$ cat config.mk
export PLATFORM = sky130hd
export DESIGN_NAME = calc_alu_seq
export DESIGN_NICKNAME = d
export VERILOG_FILES = /design/src/rtl/calc_pkg.sv /design/src/rtl/calc_divider_seq.sv /design/src/rtl/calc_alu_seq.sv
export SDC_FILE = /design/constraint.sdc
export NUM_CORES = 2
export LEC_CHECK = 0
export CAP_MARGIN = 20
export CELL_PAD_IN_SITES_DETAIL_PLACEMENT = 1
export CELL_PAD_IN_SITES_GLOBAL_PLACEMENT = 2
export CORE_MARGIN = 2
export CORE_UTILIZATION = 37
export CTS_CLUSTER_DIAMETER = 60
export CTS_CLUSTER_SIZE = 14
export DETAILED_ROUTE_END_ITERATION = 6
export HOLD_SLACK_MARGIN = 0.1
export MAX_ROUTING_LAYER = met4
export PLACE_DENSITY = 0.88
export RECOVER_POWER = 100
export SYNTH_ARGS = -nofsm -noshare
export SYNTH_HDL_FRONTEND = slang
export SYNTH_SLANG_ARGS = --single-unit
export TNS_END_PERCENT = 100
$ cat constraint.sdc
create_clock -name clk -period 8.63 [get_ports clk]
set_clock_uncertainty 0.2 [all_clocks]
set_input_delay 1.726 -clock clk [delete_from_list [all_inputs] [get_ports clk]]
set_output_delay 1.726 -clock clk [all_outputs]
set_load 0.05 [all_outputs]
$ cat src/rtl/calc_pkg.sv
// Shared opcode, error-code and FSM-state definitions for the sequential calculator ALU.
package calc_pkg;

  localparam logic [3:0] OP_NOP  = 4'h0;
  localparam logic [3:0] OP_ADD  = 4'h1;
  localparam logic [3:0] OP_SUB  = 4'h2;
  localparam logic [3:0] OP_MUL  = 4'h3;
  localparam logic [3:0] OP_DIV  = 4'h4;
  localparam logic [3:0] OP_MOD  = 4'h5;
  localparam logic [3:0] OP_AND  = 4'h6;
  localparam logic [3:0] OP_OR   = 4'h7;
  localparam logic [3:0] OP_XOR  = 4'h8;
  localparam logic [3:0] OP_NOT  = 4'h9;
  localparam logic [3:0] OP_SHL  = 4'hA;
  localparam logic [3:0] OP_SHR  = 4'hB;
  localparam logic [3:0] OP_CLR  = 4'hC;
  localparam logic [3:0] OP_LOAD = 4'hD;

  localparam logic [1:0] ERR_NONE = 2'b00;
  localparam logic [1:0] ERR_OVF  = 2'b01;
  localparam logic [1:0] ERR_DIV0 = 2'b10;
  localparam logic [1:0] ERR_ILL  = 2'b11;

  typedef enum logic {
    ST_IDLE,
    ST_DIV_RUN
  } state_t;

  function automatic logic is_div_op(input logic [3:0] op);
    return (op == OP_DIV) || (op == OP_MOD);
  endfunction

endpackage

$ cat src/rtl/calc_divider_seq.sv
// Restoring unsigned divider, one quotient bit per cycle, WIDTH iterations per start.
// quotient/remainder present the final-step values while done is high, so the
// consumer can capture them on the same edge the divider retires.
module calc_divider_seq #(
  parameter int WIDTH = 32
) (
  input  logic             clk,
  input  logic             rst_n,
  input  logic             start,
  input  logic [WIDTH-1:0] dividend,
  input  logic [WIDTH-1:0] divisor,
  output logic             busy,
  output logic             done,
  output logic [WIDTH-1:0] quotient,
  output logic [WIDTH-1:0] remainder
);

  localparam int CW = $clog2(WIDTH + 1);

  logic [WIDTH-1:0] quo, rem, dvs;
  logic [WIDTH-1:0] quo_nxt, rem_nxt;
  logic [WIDTH:0]   shifted, diff;
  logic [CW-1:0]    cnt;

  // rem < dvs always holds, so shifted < 2*dvs and bit WIDTH of diff is a clean borrow
  always_comb begin
    shifted = {rem, quo[WIDTH-1]};
    diff    = shifted - {1'b0, dvs};
    if (!diff[WIDTH]) begin
      rem_nxt = diff[WIDTH-1:0];
      quo_nxt = {quo[WIDTH-2:0], 1'b1};
    end else begin
      rem_nxt = shifted[WIDTH-1:0];
      quo_nxt = {quo[WIDTH-2:0], 1'b0};
    end
  end

  assign done      = busy && (cnt == CW'(WIDTH - 1));
  assign quotient  = quo_nxt;
  assign remainder = rem_nxt;

  always_ff @(posedge clk or negedge rst_n) begin
    if (!rst_n) begin
      quo  <= '0;
      rem  <= '0;
      dvs  <= '0;
      cnt  <= '0;
      busy <= 1'b0;
    end else if (start) begin
      quo  <= dividend;
      rem  <= '0;
      dvs  <= divisor;
      cnt  <= '0;
      busy <= 1'b1;
    end else if (busy) begin
      quo <= quo_nxt;
      rem <= rem_nxt;
      cnt <= cnt + CW'(1);
      if (done) busy <= 1'b0;
    end
  end

endmodule

$ cat src/rtl/calc_alu_seq.sv
// Clocked calculator ALU: WIDTH-bit accumulator, one op per valid/ready handshake,
// single-cycle ops plus an iterative DIV/MOD path.
module calc_alu_seq
  import calc_pkg::*;
#(
  parameter int WIDTH = 32,
  parameter int SHW   = $clog2(WIDTH)
) (
  input  logic             clk,
  input  logic             rst_n,
  input  logic             in_valid,
  output logic             in_ready,
  input  logic [3:0]       in_op,
  input  logic             in_src_acc,
  input  logic [WIDTH-1:0] in_p,
  input  logic [WIDTH-1:0] in_q,
  output logic             out_valid,
  output logic [WIDTH-1:0] out_result,
  output logic [1:0]       out_err
);

  state_t state, state_nxt;

  logic [WIDTH-1:0]   acc;
  logic               is_mod;
  logic [WIDTH-1:0]   a, b;
  logic [WIDTH:0]     sum;
  logic [2*WIDTH-1:0] prod;
  logic [SHW-1:0]     sh;
  logic [WIDTH-1:0]   res;
  logic [1:0]         err;
  logic               accept, div_start;

  logic             div_busy, div_done;
  logic [WIDTH-1:0] div_quo, div_rem;

  assign in_ready  = (state == ST_IDLE) && !div_busy;
  assign accept    = in_valid && in_ready;
  assign div_start = accept && is_div_op(in_op) && (b != '0);

  assign a    = in_src_acc ? acc : in_p;
  assign b    = in_q;
  assign sh   = in_q[SHW-1:0];
  assign sum  = {1'b0, a} + {1'b0, b};
  assign prod = {{WIDTH{1'b0}}, a} * {{WIDTH{1'b0}}, b};

  // Single-cycle result/error; DIV/MOD here only covers the divide-by-zero case
  always_comb begin
    res = acc;
    err = ERR_NONE;
    case (in_op)
      OP_NOP:  res = acc;
      OP_ADD: begin
        res = sum[WIDTH-1:0];
        err = sum[WIDTH] ? ERR_OVF : ERR_NONE;
      end
      OP_SUB: begin
        res = a - b;
        err = (a < b) ? ERR_OVF : ERR_NONE;
      end
      OP_MUL: begin
        res = prod[WIDTH-1:0];
        err = (prod[2*WIDTH-1:WIDTH] != '0) ? ERR_OVF : ERR_NONE;
      end
      OP_DIV, OP_MOD: begin
        res = acc;
        err = ERR_DIV0;
      end
      OP_AND:  res = a & b;
      OP_OR:   res = a | b;
      OP_XOR:  res = a ^ b;
      OP_NOT:  res = ~a;
      OP_SHL:  res = a << sh;
      OP_SHR:  res = a >> sh;
      OP_CLR:  res = '0;
      OP_LOAD: res = in_p;
      default: begin
        res = acc;
        err = ERR_ILL;
      end
    endcase
  end

  always_comb begin
    state_nxt = state;
    case (state)
      ST_IDLE:    if (div_start) state_nxt = ST_DIV_RUN;
      ST_DIV_RUN: if (div_done)  state_nxt = ST_IDLE;
      default:    state_nxt = ST_IDLE;
    endcase
  end

  always_ff @(posedge clk or negedge rst_n) begin
    if (!rst_n) state <= ST_IDLE;
    else        state <= state_nxt;
  end

  always_ff @(posedge clk or negedge rst_n) begin
    if (!rst_n) begin
      acc        <= '0;
      out_result <= '0;
      out_err    <= ERR_NONE;
      out_valid  <= 1'b0;
      is_mod     <= 1'b0;
    end else begin
      out_valid <= 1'b0;
      if (div_start) begin
        is_mod <= (in_op == OP_MOD);
      end else if (accept) begin
        acc        <= res;
        out_result <= res;
        out_err    <= err;
        out_valid  <= 1'b1;
      end
      if ((state == ST_DIV_RUN) && div_done) begin
        acc        <= is_mod ? div_rem : div_quo;
        out_result <= is_mod ? div_rem : div_quo;
        out_err    <= ERR_NONE;
        out_valid  <= 1'b1;
      end
    end
  end

  calc_divider_seq #(.WIDTH(WIDTH)) u_div (
    .clk       (clk),
    .rst_n     (rst_n),
    .start     (div_start),
    .dividend  (a),
    .divisor   (b),
    .busy      (div_busy),
    .done      (div_done),
    .quotient  (div_quo),
    .remainder (div_rem)
  );

endmodule

==> results.toml <==
[timing]
final-hold-violation-count = 0
setup_ws_ps = -1260
timing.final.crit_period_ps = 9890
relSlewSlack = -1.88
worst_pin_slew_ps = 4320
rsz0062_at_grt = "yes"
slew_viol_final = 173
tns_ps = -11660
fmaxAchievable_mhz = 101
period_share = 1.15
holdWs_ps = 280
finalSetupViolations = 21

[floorplan]
die-area_mm2 = 0.133
row_count = 132
pin_count = 108
initial_utilization = 0.373
die_h_um = 365
fp.coreArea_mm2 = 0.129
die_w_um = 365

[route]
viasPerCell = 5.90
wl_per_cell_um = 29.1
routed_wl_um = 240000
dr.pass1.iters = 7
final_antenna_net_count = 0
vias = 48600
first_iter_violations = 4880
drc_errors = 0

[placement]
place_ws_ps = -2340
place_congestion = 1.07
io_buffers = 107
place_hpwl_um = 198000
place_area_mm2 = 0.0580

[global_route]
grt_pass1_wl_um = 351000
grt_start_max_net_pins = 111
grt_overflow = 0
grt.total_usage = 0.369
grt_pass1_vias = 52600
grt_antenna_before_repair = 12

[logic_synthesis]
synth_edf_count = 0
synth_fp_nets = 7150
yosysWarningCount = 0
synthesis.area_mm2 = 0.0483
ys_seq_elements = 140
synth_cell_types = 92
syn_area_per_cell_um2 = 8.36
yosysSeqAreaShare = 0.0725
syn_inst = 5779
synthArstFlopShare = 1.00
ys.flop_type = "dfrtp_1"

[worst_hold_path]
hold_path.class = "reg -> reg"

[status]
status = "complete, but fails checks"
violations = "capacitance limit, slew limit, setup timing"

[layout]
final_cell_mix = "863 x fa_1, 848 x inv_1, 804 x nor2_1"
nets = 7849
layout_commonest_cell = "fa_1"
layout-drive-gt1-share = 0.216
final_area_mm2 = 0.0613
fillers = 15200
area_growth_pct = 26.9

[clocking]
cts_tree = "done"
cts_max_level = 4
tritoncts.num_buffers = 17
clock_path_buffers = 2
path_clk_slew_ps = 80
clk_latency_ps = 450
numClockSinks = 140
ctsRootBufferMaster = "clkbuf_16"

[worst_setup_path]
crit_required_ps = 8730
criticalPathCategory = "in -> reg"
cp_max_fo = 5
end_kind = "flip-flop"
cp-start-kind = "primary input"
arrival_ps = 9990

[flow_run]
maxCapViolCount = 3
[cell families after synthesis]
logic type | count (synthesis) | share of synthesized area
AO/OA/AOI/OAI | 1019 | 0.139
XOR/XNOR | 113 | 0.0206
adder cells (fa/ha/maj) | 1299 | 0.476
buffers and inverters | 1283 | 0.101
flip-flops | 140 | 0.0725
multiplexers | 154 | 0.0406
AND/OR/NAND/NOR | 1771 | 0.150
[stage by stage]
step / utilization / cells
after detailed placement: 0.448 / 8124
after global routing: 0.473 / 8246
after floorplan: - / 5779
final: 0.473 / 8248
after global placement: 0.448 / 8124
after CTS: 0.464 / 8212
[registers in the layout, summed over array words and instances (netlist names), 2 cells and up]
register   cells
acc           32
u_div.dvs     32
u_div.quo     32
u_div.rem     32
u_div.cnt      6
out_err        2
[final cells by class]
class / instances / area (µm²) / area share
multi-input cells: 4356 / 41900 / 0.684
repair buffers: 1051 / 9600 / 0.157
flip-flops and latches: 140 / 3500 / 0.0572
inverters: 912 / 3460 / 0.0565
well taps: 1742 / 2180 / 0.0356
clock buffers: 17 / 425 / 0.00694
clock inverters: 15 / 150 / 0.00245
diodes: 15 / 37.5 / 0.000612
[layer usage]
| layer | wire, µm | global-route usage |
|---|---|---|
| met3 | 20400 | 0.0621 |
| met4 | 18300 | 0.215 |
| met5 | 0 | - |
| met1 | 91400 | 0.455 |
| met2 | 110000 | 0.571 |
[synthesized netlist by cell type (25+ instances only)]
cell type	n	area (µm²)
nor2_1	836	3140
o21ai_1	32	160
o22ai_1	34	213
nand3_1	47	235
ha_1	400	5000
dfrtp_1	140	3500
mux2i_1	99	991
o211ai_1	42	315
o21ai_0	247	1240
clkbuf_1	298	1120
a31oi_1	41	257
a21o_1	46	345
o21bai_1	26	195
xor2_1	36	315
nand4_1	32	200
a221o_1	40	400
nand2_1	668	2510
buf_1	47	176
nor3_1	53	265
a22o_1	25	219
a221oi_1	47	412
xnor2_1	76	666
inv_1	884	3320
mux4_2	30	676
fa_1	899	18000
a21oi_1	225	1130
a22oi_1	27	203
nand2b_1	31	194
a211oi_1	30	225
[repair_timing]
action	4_1_cts	5_1_grt
endpoints found under the setup margin	22	23
hold endpoints to repair	0	0
cloned	1	0
pin swaps	91	174
hold buffers	0	0
resized for setup	242	259
buffers inserted	58	30
[worst max-delay path, stage by stage]
cell      delay [ps]
buf_12           120
buf_12           150
mux2i_4          380
buf_4            250
inv_4             80
ha_1             300
fa_1             530
inv_1             70
fa_1             550
fa_1             450
fa_1             550
fa_1             450
fa_1             520
fa_1             440
fa_1             570
inv_2             60
ha_4             280
nand4_1          190
or3_4            480
or2_4            280
o221ai_4         220
nand2_2           90
a21oi_2          140
o21ai_1           80
nor4_1           300
nand4_1          240
nor4_2           350
a31oi_1          120
[path summary, 6_finish.rpt]
check | end | slack (ps) | depth (start not counted) | start
hold reg to reg | u_div.dvs[7] | 280 | 2 | u_div.dvs[7]
setup / recovery | out_err[0] | -1260 | 28 | in_src_acc
max in group asynchronous | u_div.rem[29] | 2160 | 2 | rst_n
setup reg to reg | out_err[0] | -50 | 26 | acc[15]
hold / removal | u_div.dvs[7] | 280 | 2 | u_div.dvs[7]
min in group asynchronous | u_div.busy | 2600 | 1 | rst_n
Power is not shown: default switching activity piles up to over one toggle a cycle in this logic, so the estimate is an artifact.
